File: src/rtl/lsu_pkg.sv
// Shared types and constants for the load/store unit: FSM states, funct3 and error encodings,
// and the access-legality helpers used when an access is launched.
package lsu_pkg;

  typedef enum logic [1:0] {
    StIdle,
    StAccess,
    StResp,
    StFault
  } lsu_state_e;

  localparam logic [2:0] F3_B  = 3'b000;
  localparam logic [2:0] F3_H  = 3'b001;
  localparam logic [2:0] F3_W  = 3'b010;
  localparam logic [2:0] F3_BU = 3'b100;
  localparam logic [2:0] F3_HU = 3'b101;

  localparam logic [1:0] ERR_NONE     = 2'b00;
  localparam logic [1:0] ERR_MISALIGN = 2'b01;
  localparam logic [1:0] ERR_ILLEGAL  = 2'b10;
  localparam logic [1:0] ERR_TIMEOUT  = 2'b11;

  // Unsigned widths only make sense for loads.
  function automatic logic f3_illegal(logic [2:0] f3, logic st);
    case (f3)
      F3_B, F3_H, F3_W: return 1'b0;
      F3_BU, F3_HU:     return st;
      default:          return 1'b1;
    endcase
  endfunction

  function automatic logic f3_misaligned(logic [2:0] f3, logic [1:0] lo);
    case (f3)
      F3_H, F3_HU: return lo[0];
      F3_W:        return lo != 2'b00;
      default:     return 1'b0;
    endcase
  endfunction

endpackage

File: src/rtl/load_store_unit_if.sv
// Word-wide ready/valid data-memory port between the load/store unit and data memory.
interface load_store_unit_if #(
  parameter int unsigned WIDTH = 32
);
  logic             mem_req;
  logic             mem_we;
  logic [WIDTH-1:0] mem_addr;
  logic [3:0]       mem_wmask;
  logic [WIDTH-1:0] mem_wdata;
  logic [WIDTH-1:0] mem_rdata;
  logic             mem_ready;

  modport master (
    output mem_req, mem_we, mem_addr, mem_wmask, mem_wdata,
    input  mem_rdata, mem_ready
  );

  modport slave (
    input  mem_req, mem_we, mem_addr, mem_wmask, mem_wdata,
    output mem_rdata, mem_ready
  );
endinterface

File: src/rtl/lsu_align.sv
// Byte-lane steering: store mask/data placement and load lane select with sign/zero extension.
module lsu_align
  import lsu_pkg::*;
#(
  parameter int unsigned WIDTH = 32
) (
  input  logic [2:0]       funct3,
  input  logic [1:0]       addr_lo,
  input  logic [WIDTH-1:0] wdata,
  input  logic [WIDTH-1:0] word,
  output logic [3:0]       wmask,
  output logic [WIDTH-1:0] lane_wdata,
  output logic [WIDTH-1:0] load_data
);

  logic [7:0]  lane_byte;
  logic [15:0] lane_half;

  assign lane_byte = word[{addr_lo, 3'b000} +: 8];
  assign lane_half = addr_lo[1] ? word[31:16] : word[15:0];

  always_comb begin
    wmask      = 4'b0000;
    lane_wdata = wdata;
    case (funct3)
      F3_B: begin
        wmask      = 4'b0001 << addr_lo;
        lane_wdata = {4{wdata[7:0]}};
      end
      F3_H: begin
        wmask      = 4'b0011 << addr_lo;
        lane_wdata = {2{wdata[15:0]}};
      end
      F3_W:    wmask = 4'b1111;
      default: ;
    endcase
  end

  always_comb begin
    load_data = '0;
    case (funct3)
      F3_B:    load_data = {{24{lane_byte[7]}}, lane_byte};
      F3_BU:   load_data = {24'h000000, lane_byte};
      F3_H:    load_data = {{16{lane_half[15]}}, lane_half};
      F3_HU:   load_data = {16'h0000, lane_half};
      F3_W:    load_data = word;
      default: ;
    endcase
  end

endmodule

File: src/rtl/load_store_unit.sv
// Multi-cycle load/store stage: launches one data-memory access per start, with legality
// checks, wait-state timeout and a registered done/rdata/err result.
module load_store_unit
  import lsu_pkg::*;
#(
  parameter int unsigned WIDTH   = 32,
  parameter int unsigned TIMEOUT = 255
) (
  input  logic              clk,
  input  logic              reset,
  input  logic              start,
  input  logic              is_store,
  input  logic [2:0]        funct3,
  input  logic [WIDTH-1:0]  addr,
  input  logic [WIDTH-1:0]  wdata,
  load_store_unit_if.master mem,
  output logic              busy,
  output logic              done,
  output logic [WIDTH-1:0]  rdata,
  output logic              err,
  output logic [1:0]        err_code
);

  // Counter only needs to reach TIMEOUT-1; the final wait cycle triggers the fault.
  localparam int unsigned CntW = (TIMEOUT > 1) ? $clog2(TIMEOUT) : 1;
  localparam logic [CntW-1:0] CntLast = CntW'(TIMEOUT - 1);

  lsu_state_e       state_q, state_d;
  logic [WIDTH-1:0] addr_q, wdata_q, rdata_q;
  logic [2:0]       funct3_q;
  logic             is_store_q;
  logic [1:0]       err_code_q, err_code_d;
  logic [CntW-1:0]  cnt_q, cnt_d;
  logic             latch_en, rdata_load;

  logic [3:0]       wmask;
  logic [WIDTH-1:0] lane_wdata, load_data;

  lsu_align #(
    .WIDTH (WIDTH)
  ) u_align (
    .funct3     (funct3_q),
    .addr_lo    (addr_q[1:0]),
    .wdata      (wdata_q),
    .word       (mem.mem_rdata),
    .wmask      (wmask),
    .lane_wdata (lane_wdata),
    .load_data  (load_data)
  );

  always_comb begin
    state_d    = state_q;
    err_code_d = err_code_q;
    cnt_d      = cnt_q;
    latch_en   = 1'b0;
    rdata_load = 1'b0;
    unique case (state_q)
      StIdle: begin
        if (start) begin
          latch_en = 1'b1;
          cnt_d    = '0;
          if (f3_illegal(funct3, is_store)) begin
            state_d    = StFault;
            err_code_d = ERR_ILLEGAL;
          end else if (f3_misaligned(funct3, addr[1:0])) begin
            state_d    = StFault;
            err_code_d = ERR_MISALIGN;
          end else begin
            state_d    = StAccess;
            err_code_d = ERR_NONE;
          end
        end
      end
      StAccess: begin
        if (mem.mem_ready) begin
          state_d    = StResp;
          rdata_load = !is_store_q;
        end else if (TIMEOUT != 0 && cnt_q == CntLast) begin
          state_d    = StFault;
          err_code_d = ERR_TIMEOUT;
        end else begin
          cnt_d = cnt_q + CntW'(1);
        end
      end
      StResp, StFault: state_d = StIdle;
      default:         state_d = StIdle;
    endcase
  end

  always_ff @(posedge clk or negedge reset) begin
    if (!reset) begin
      state_q    <= StIdle;
      addr_q     <= '0;
      wdata_q    <= '0;
      funct3_q   <= '0;
      is_store_q <= 1'b0;
      err_code_q <= ERR_NONE;
      cnt_q      <= '0;
      rdata_q    <= '0;
    end else begin
      state_q    <= state_d;
      err_code_q <= err_code_d;
      cnt_q      <= cnt_d;
      if (latch_en) begin
        addr_q     <= addr;
        wdata_q    <= wdata;
        funct3_q   <= funct3;
        is_store_q <= is_store;
      end
      if (rdata_load) begin
        rdata_q <= load_data;
      end
    end
  end

  // Outputs decode directly from state so an async reset drops the request at once.
  assign mem.mem_req   = state_q == StAccess;
  assign mem.mem_we    = (state_q == StAccess) && is_store_q;
  assign mem.mem_wmask = ((state_q == StAccess) && is_store_q) ? wmask : 4'b0000;
  assign mem.mem_addr  = {addr_q[WIDTH-1:2], 2'b00};
  assign mem.mem_wdata = lane_wdata;

  assign busy     = state_q != StIdle;
  assign done     = (state_q == StResp) || (state_q == StFault);
  assign err      = state_q == StFault;
  assign err_code = (state_q == StFault) ? err_code_q : ERR_NONE;
  assign rdata    = rdata_q;

endmodule

File: src/flat_wrapper.sv
// flat-port wrapper written by rule: the top's interface ports become plain ports
module load_store_unit_flat import lsu_pkg::*;
#(
  parameter int unsigned WIDTH   = 32,
  parameter int unsigned TIMEOUT = 255
)
  (clk, reset, start, is_store, funct3, addr, wdata, busy, done, rdata, err, err_code, mem_mem_req, mem_mem_we, mem_mem_addr, mem_mem_wmask, mem_mem_wdata, mem_mem_rdata, mem_mem_ready);
  load_store_unit_if #(.WIDTH(WIDTH)) mem_i ();
  input  logic clk;
  input  logic reset;
  input  logic start;
  input  logic is_store;
  input  logic [2:0] funct3;
  input  logic [WIDTH-1:0] addr;
  input  logic [WIDTH-1:0] wdata;
  output logic busy;
  output logic done;
  output logic [WIDTH-1:0] rdata;
  output logic err;
  output logic [1:0] err_code;
  output wire logic [$bits(mem_i.mem_req)-1:0] mem_mem_req;
  output wire logic [$bits(mem_i.mem_we)-1:0] mem_mem_we;
  output wire logic [$bits(mem_i.mem_addr)-1:0] mem_mem_addr;
  output wire logic [$bits(mem_i.mem_wmask)-1:0] mem_mem_wmask;
  output wire logic [$bits(mem_i.mem_wdata)-1:0] mem_mem_wdata;
  input wire logic [$bits(mem_i.mem_rdata)-1:0] mem_mem_rdata;
  input wire logic [$bits(mem_i.mem_ready)-1:0] mem_mem_ready;
  assign mem_mem_req = mem_i.mem_req;
  assign mem_mem_we = mem_i.mem_we;
  assign mem_mem_addr = mem_i.mem_addr;
  assign mem_mem_wmask = mem_i.mem_wmask;
  assign mem_mem_wdata = mem_i.mem_wdata;
  assign mem_i.mem_rdata = mem_mem_rdata;
  assign mem_i.mem_ready = mem_mem_ready;
  load_store_unit #(.WIDTH(WIDTH), .TIMEOUT(TIMEOUT)) u_core (.clk(clk), .reset(reset), .start(start), .is_store(is_store), .funct3(funct3), .addr(addr), .wdata(wdata), .mem(mem_i), .busy(busy), .done(done), .rdata(rdata), .err(err), .err_code(err_code));
endmodule
File: config.mk
export PLATFORM = sky130hd
export DESIGN_NAME = load_store_unit_flat
export DESIGN_NICKNAME = d
export VERILOG_FILES = /design/src/rtl/lsu_pkg.sv /design/src/rtl/load_store_unit_if.sv /design/src/rtl/lsu_align.sv /design/src/rtl/load_store_unit.sv /design/src/flat_wrapper.sv
export SDC_FILE = /design/constraint.sdc
export NUM_CORES = 1
export LEC_CHECK = 0
export ABC_AREA = 1
export CAP_MARGIN = 20
export CORE_UTILIZATION = 50
export DETAILED_ROUTE_END_ITERATION = 8
export PLACE_DENSITY = 0.83
export SYNTH_ARGS = -nofsm -noshare
export SYNTH_HDL_FRONTEND = slang
export SYNTH_HIERARCHICAL = 1
export SYNTH_SLANG_ARGS = --single-unit
File: constraint.sdc
create_clock -name clk -period 2.23 [get_ports clk]
set_input_delay 0.446 -clock clk [delete_from_list [all_inputs] [get_ports clk]]
set_output_delay 0.446 -clock clk [all_outputs]
set_load 0.1 [all_outputs]
# Yosys cells after proc, flatten, opt, wreduce, memory -nomap -nowiden
# Index checks and enable logic that the tools add are counted.
[totals] ff_bits=112 in_bits=104 out_inout_bits=107
[classes] n_addsub=1 n_eq_ne=17 shifts=3 mux=32 reduce_logical=16
[op_table] operator="32-bit case mux with 5 select lines" count=1
[op_table] operator="32-bit case mux with 2 select lines" count=1
[op_table] operator="32-bit by 6-bit indexed part select with 8-bit output" count=1
[op_table] operator="8-bit two-way mux" count=3
[op_table] operator="2-bit two-way mux" count=9
[op_table] operator="16-bit two-way mux" count=1
[op_table] operator="8-bit case mux with 2 select lines" count=1
[op_table] operator="3-bit equality test (second input constant)" count=4
[op_table] operator="4-bit case mux with 3 select lines" count=1
[op_table] operator="1-bit two-way mux" count=10
[op_table] operator="8-bit by 1-bit adder with 8-bit output (second input constant)" count=1
[op_table] operator="8-bit equality test (second input constant)" count=1
[op_table] operator="4-bit AND reduction" count=2
[op_table] operator="3-bit by 1-bit equality test with 1-bit output (second input constant)" count=2
[op_table] operator="3-bit by 2-bit equality test with 1-bit output (second input constant)" count=2
[op_table] operator="3-bit zero test" count=2
[op_table] operator="2-bit inequality test (second input constant)" count=3
[op_table] operator="2-bit case mux with 3 select lines" count=1
[op_table] operator="2-bit nonzero test" count=3
[op_table] operator="2-bit OR reduction" count=3
[op_table] operator="2-bit equality test (second input constant)" count=2
[op_table] operator="4-bit two-way mux" count=1
[op_table] operator="1-bit case mux with 2 select lines" count=2
[op_table] operator="2-bit case mux with 2 select lines" count=1
[op_table] operator="11 further kinds" count=11

# Depth between registers and ports, before layout
# Gate-level depths: netlist (run 1).
[logic_depth] depth_word=12 ltp_mapped=10

# By module
# Netlist (run 1), hierarchy kept.
[modules_own_cells] module="load_store_unit" instances=1 cells_per_inst=580 area_each_um2=4890.9
[modules_own_cells] module="lsu_align" instances=1 cells_per_inst=308 area_each_um2=1388.8

# Worst setup path before layout (run 1)
# No wires, ideal clock.
[synth_timing] path_kind="reg-to-output" startpoint="register u_core.funct3_q[2]" endpoint="output mem_mem_wdata[10]" arrival_ps=2329 slack_ps=-545 path_stages_with_launch=5 path_buffers=1 path_cell_list="dfrtp_1 > inv_2 > nand3_4 > buf_2 > o211ai_1"
[synth_between] elab_chain_cells=2 word_cells_on_any_way=3 classes_between="eq/ne: 1; mux: 1; reduce/logical: 1"
[synth_lines] element="start: declaration" line="load_store_unit.sv:30" source="logic [2:0] funct3_q;"
[synth_lines] element="start signal: assignment" line="load_store_unit.sv:107" source="funct3_q <= funct3;"
[synth_lines] element="3-bit by 1-bit equality test with 1-bit output or 3-bit zero test (tied branches)" line="lsu_align.sv:25" source="case (funct3)"
[synth_lines] element="32-bit case mux with 2 select lines *" line="lsu_align.sv:25"
[synth_lines] element="end: declaration" line="flat_wrapper.sv:25" source="output wire logic [$bits(mem_i.mem_wdata)-1:0] mem_mem_wdata;"
# Mark *: on every way between the ends. The rest lies on a longest branch, timed or not.

# Final worst setup path (run 1)
[layout_timing] startpoint="register u_core.funct3_q[1]" endpoint="output mem_mem_wdata[10]"
# The elaborated chain is that of the path after synthesis.

==> out/metrics.cfg, run 1 <==
[synthesis]
synth_top_family_by_area=simple AND/OR/NAND/NOR gates
synth-main-ff-cell=dfrtp_1
async_flop_share=1.00
ys_seq_elements=112
synth.area.mux_share=0
ys_seq_area_frac=0.446
synth_fa_ha_area_frac=0.00398
yosys.area_share.simple=0.378
synth_edf_count=0
syn_area_per_cell_um2=7.07
synthDistinctLibCells=29
ys_warn_count=6
synth_compound_area_frac=0.0444
syn_inst=888
mappedNetlistArea_um2=6280
synth_xor_area_frac=0.00139

[finish]
fin_area_um2=8820
multi_input_area_um2=2740
layout_common_cells=457 x nand2_1, 109 x dfrtp_1, 102 x clkdlybuf4s50_1
area_growth_pct=40.4
final_common_cell=nand2_1
diodes=0
final-seq-area_um2=2810
nNetsFinal=1164
fillers=955
layout-drive-gt1-share=0.173

[route]
wl_met2_um=8930
avgViaCountPerCell=5.05
drt_iter0_markers=463
drt-total-wl_um=18100
wl_per_cell_um=14.7
highest_layer=met4
vias=6208
postRouteAntennaNets=0
route.met3.wl_um=1690
drcViolationCount=0
dr.pass1.iters=6
wl_met1_um=7200

[clock_network]
cts_buffers=9
clkLatencyLatePin_ns=0.36
cts_tree=done
clk_pin_slew_ns=0.07
clock_path_buffers=2
htree_levels=3
cts-root-buf=clkbuf_16
numClockSinks=112

[place]
dp_hpwl_um=12900
pre_cts_ws_ns=0.281
portBuffers=208
placed_area_um2=8340
place.gp.congestion=0.917

[setup_path]
r2r-start=u_core/addr_q[1]
path_buf_inv=3
worstSetupEndpointType=output port
worstPathArrival_ns=1.78
startpoint_type=flip-flop
path_cells=inv_2, nand3_4, buf_12, o211ai_1, clkbuf_16
required_ns=1.78
regToRegEndpoint=u_core/rdata[8]
crit_type=flip-flop to output port
reg2reg_depth=9
max_stage_delay_ns=0.42
cpMaxStageDelayCell=dfrtp_1
cp_top_family=buffers and inverters
r2r_setup_slack_ns=0.40
path_max_fanout=16

[timing]
min_period_ns=2.22
fmax_ghz=0.450
rsz0062_at_grt=yes
finalSetupViolCount=0
final_max_slew_viol_count=0
fin_ws_ns=0.00619
hold_ws_ns=0.473
final-hold-violation-count=0
worst_pin_slew_ns=0.513
skew_ns=0.00588
fin_crit_sh=0.997
relSlewSlack=0.657

[floorplanning]
die_w_um=114
rows=40
core_um2=12100
die_h_um=114
die_area_um2=13000
start_util=0.518
ioPinCount=211

[worst_hold_path]
whs_endpoint=u_core/rdata[30]
min_from=u_core/rdata[30]
hp-class=flip-flop to flip-flop
hold_depth=2

[global_routing]
antenna_found_initial=0
grtUsageTotal=0.289
grt_remaining_overflow=0
grt_pass1_wl_um=29200
grt_pass1_vias=6033
grt_start_max_net_pins=63

[status]
status=finished clean

[flow_run]
drv_cap=0

stage by stage:
stage	std cells	TNS (ns)	utilization
2_1_floorplan	889	-7.44	-
3_3_place_gp	1201	0	0.689
3_5_place_dp	1201	0	0.689
4_1_cts	1229	0	0.726
5_1_grt	1230	-0.113	0.728
6_report	1230	0	0.728
worst min-delay path, cell delays in order, from the launching register on:
cell and delay (ns):
dfrtp_1 0.35, nand2_1 0.05, nand2_1 0.04
metal layers:
| metal | track usage | vias to the layer above |
|---|---|---|
| met2 | 0.496 | 264 |
| li1 | - | 3014 |
| met3 | 0.0852 | 30 |
| met4 | 0.0952 | 0 |
| met5 | 0 | - |
| met1 | 0.349 | 2900 |
cell families (layout without fill, tap and decap cells):
family          Yosys count  count (layout)
simple gates            585             586
buf+inv                 145             317
flops                   112             112
compound gates           42              42
fa+ha+maj                 2               2
other cells               1               2
xor+xnor                  1               1
worst max-delay path by stage:
stage / to / slack, ns / cells after the start / startpoint
2_1_floorplan: mem_mem_wdata[10] / -0.52 / 4 / u_core/funct3_q[2]
6_report: mem_mem_wdata[10] / 0.006 / 5 / u_core/funct3_q[1]
3_5_place_dp: mem_mem_wmask[1] / 0.28 / 8 / u_core/funct3_q[2]
5_1_grt: mem_mem_wdata[10] / -0.04 / 5 / u_core/funct3_q[1]
3_3_place_gp: mem_mem_wmask[1] / 0.33 / 8 / u_core/funct3_q[2]
4_1_cts: mem_mem_wdata[8] / 0.02 / 6 / u_core/funct3_q[1]
synth_stat cells, types with 4 or more instances:
cell / number / share of area
nand2_1: 458 / 0.27
dfrtp_1: 112 / 0.45
nand3_1: 64 / 0.051
inv_1: 60 / 0.036
nor2_1: 47 / 0.028
buf_4: 46 / 0.055
buf_2: 25 / 0.020
o211ai_1: 16 / 0.019
o21ai_0: 15 / 0.012
inv_2: 6 / 0.0036
o21ai_2: 6 / 0.0084
nor2_4: 5 / 0.0090
buf_6: 4 / 0.0072
timing repair:
item	4_1_cts	5_1_grt
hold buffers	1	0
pin swaps	4	2
buffers inserted	11	1
gates resized for setup	6	4
endpoints found under the hold margin	13	0
endpoints found under the setup margin	20	7
gates cloned	1	0
cell type report:
type                            count  share of cell area
Timing Repair Buffer              236               0.283
Sequential cell                   112               0.318
Multi-Input combinational cell    633               0.311
Clock buffer                        9              0.0255
Inverter                           66              0.0284
Clock inverter                      6              0.0105
Tap cell                          168              0.0238
state kept, by name, summed over array words and instances (netlist names):
register / flops
u_core/addr_q: 32
u_core/cnt_q: 8
u_core/err_code_q: 2
u_core/funct3_q: 3
u_core/is_store_q: 1
u_core/rdata: 32
u_core/state_q: 2
u_core/wdata_q: 32
Power of run 1 is not shown: default switching activity piles up to over one toggle a cycle in this logic, so the estimate is an artifact.
==> run 2, diff against run 1 <==
--- a/config.mk
+++ b/config.mk
@@ -7,10 +7,11 @@
 export LEC_CHECK = 0
 export ABC_AREA = 1
 export CAP_MARGIN = 20
-export CORE_UTILIZATION = 50
+export CORE_UTILIZATION = 25
 export DETAILED_ROUTE_END_ITERATION = 8
-export PLACE_DENSITY = 0.83
+export PLACE_DENSITY = 0.45
 export SYNTH_ARGS = -nofsm -noshare
 export SYNTH_HDL_FRONTEND = slang
 export SYNTH_HIERARCHICAL = 1
 export SYNTH_SLANG_ARGS = --single-unit
+export TNS_END_PERCENT = 10
==> out/metrics.cfg, run 2 (synthesized netlist as in run 1, its figures left out) <==
[status]
status=finished clean

[timing]
fin_crit_sh=0.989  ; -0.00811
setup_tns_ns=0  ; unchanged
final-hold-violation-count=0  ; unchanged
final_max_slew_viol_count=0  ; unchanged
worst_pin_slew_ns=0.535  ; +0.0225 ns
rsz0062_at_grt=yes
hold_ws_ns=0.474  ; +0.000959 ns
skew_ns=0.00930  ; +0.00342 ns
min_period_ns=2.21  ; -0.0181 ns
relSlewSlack=0.643  ; -0.0137
fmax_ghz=0.453  ; +0.82%
finalSetupViolCount=0  ; unchanged
fin_ws_ns=0.0243  ; +0.0181 ns

[place]
dp_cells=1360  ; +13%
portBuffers=208  ; unchanged
dp_hpwl_um=14700  ; +14%
place.gp.congestion=0.809  ; -12%
pre_cts_ws_ns=0.257  ; -0.0235 ns

[setup_path]
cpMaxStageDelayCell=dfrtp_2
max_stage_delay_ns=0.46  ; +0.04 ns
startpoint_type=flip-flop
worstPathArrival_ns=1.76  ; -0.02 ns
path_max_fanout=5  ; -11
required_ns=1.78  ; about the same
path_cells=inv_4, nand2_4, nor2_4, buf_12, nand2_4, o211ai_1, clkbuf_16
cpMostUsedCell=nand2_4
worstSetupEndpointType=output port
crit_type=flip-flop to output port

[global_routing]
grt_pass1_wl_um=33000  ; +13%
grt.met1_usage=0.214  ; -0.135
grt_start_max_net_pins=65  ; +3.2%
busiest_layer=met2
grt_remaining_overflow=0  ; unchanged
use_met3=0.0682  ; -0.0170
grtUsageTotal=0.164  ; -0.125
met2_usage=0.252  ; -0.244
antenna_found_initial=6  ; +6
grt_pass1_vias=5894  ; -2.3%

[clock_network]
cts-root-buf=clkbuf_16
clk_pin_slew_ns=0.08  ; about the same
clock_path_buffers=2  ; unchanged
clkLatencyLatePin_ns=0.36  ; about the same
htree_levels=3  ; unchanged
cts_buffers=9  ; unchanged
cts_tree=done
numClockSinks=112  ; unchanged

[finish]
nNetsFinal=1165  ; +0.086%
layout_common_cells=455 x nand2_1, 110 x dfrtp_1, 102 x clkdlybuf4s50_1
area_growth_pct=43.8
layout-drive-gt1-share=0.176  ; +0.00249
final_common_cell=nand2_1
fillers=2561  ; +170%
multi_input_area_um2=2720  ; -0.59%
final_cells=1390  ; +13%
final-seq-area_um2=2810  ; about the same

[floorplanning]
start_util=0.257  ; -0.262
die_h_um=160  ; +41%
rows=57  ; +43%
die_w_um=160  ; +41%
core_um2=24500  ; +100%
ioPinCount=211  ; unchanged
die_area_um2=25800  ; +98%

[route]
wl_per_cell_um=15.0  ; +1.7%
postRouteAntennaNets=0  ; unchanged
drcViolationCount=0  ; unchanged
drt-total-wl_um=20800  ; +15%
vias=5933  ; -4.4%
avgViaCountPerCell=4.27  ; -15%
dr.pass1.iters=5  ; -1
drt_iter0_markers=271  ; -41%

[flow_run]
drv_cap=0  ; unchanged

[worst_hold_path]
hp-class=flip-flop to flip-flop

## run 2: critical path, delay by kind of cell (launching register included)
family / cells / cell delay, ns
AO/OA/AOI/OAI: 1 / 0.15
buffers and inverters: 3 / 0.52
flip-flops: 1 / 0.46
AND/OR/NAND/NOR: 3 / 0.27
## run 2: per-stage QoR
| step | utilization | instance area, µm² |
|---|---|---|
| after detailed placement | 0.349 | 8530 |
| after CTS | 0.364 | 8910 |
| final | 0.369 | 9030 |
| after global routing | 0.369 | 9020 |
| after global placement | 0.349 | 8530 |
| after floorplan | - | 6290 |
## run 2: what timing repair did
| item | in CTS | in global routing |
|---|---|---|
| endpoints found under the setup margin | 20 | 20 |
| pin swaps | 3 | 4 |
| gates cloned | 0 | 1 |
| hold buffers | 1 | 0 |
| gates resized for setup | 5 | 14 |
| hold endpoints to repair | 20 | 0 |
| setup buffers | 5 | 5 |
## run 2: per-layer routing
layer / wire length [µm] / vias to the layer above / part of all wire
met2: 9000 / 201 / 0.43
met1: 9510 / 2682 / 0.46
met4: 182 / 8 / 0.0087
li1: - / 3024 / -
met5: 51 / - / 0.0025
met3: 2070 / 18 / 0.10
## run 2: path summary, 6_finish.rpt
| check | startpoint | endpoint | slack [ns] | depth (start not counted) |
|---|---|---|---|---|
| min in group asynchronous | reset | u_core/rdata[5] | 0.54 | 2 |
| hold reg to reg | u_core/rdata[7] | u_core/rdata[7] | 0.47 | 2 |
| hold / removal | u_core/rdata[7] | u_core/rdata[7] | 0.47 | 2 |
| setup reg to reg | u_core/addr_q[1] | u_core/rdata[14] | 0.58 | 9 |
| max in group asynchronous | reset | u_core/cnt_q[4] | 1.03 | 3 |
| setup / recovery | u_core/funct3_q[0] | mem_mem_wdata[15] | 0.02 | 7 |
## run 2: layout make-up
type / instances / share of cell area
Clock inverter: 7 / 0.00776
Clock buffer: 9 / 0.0249
Inverter: 66 / 0.0280
Antenna cell: 2 / 0.000554
Timing Repair Buffer: 238 / 0.281
Multi-Input combinational cell: 632 / 0.302
Sequential cell: 112 / 0.311
Tap cell: 324 / 0.0449
Power of run 2 is left out for the same reason.
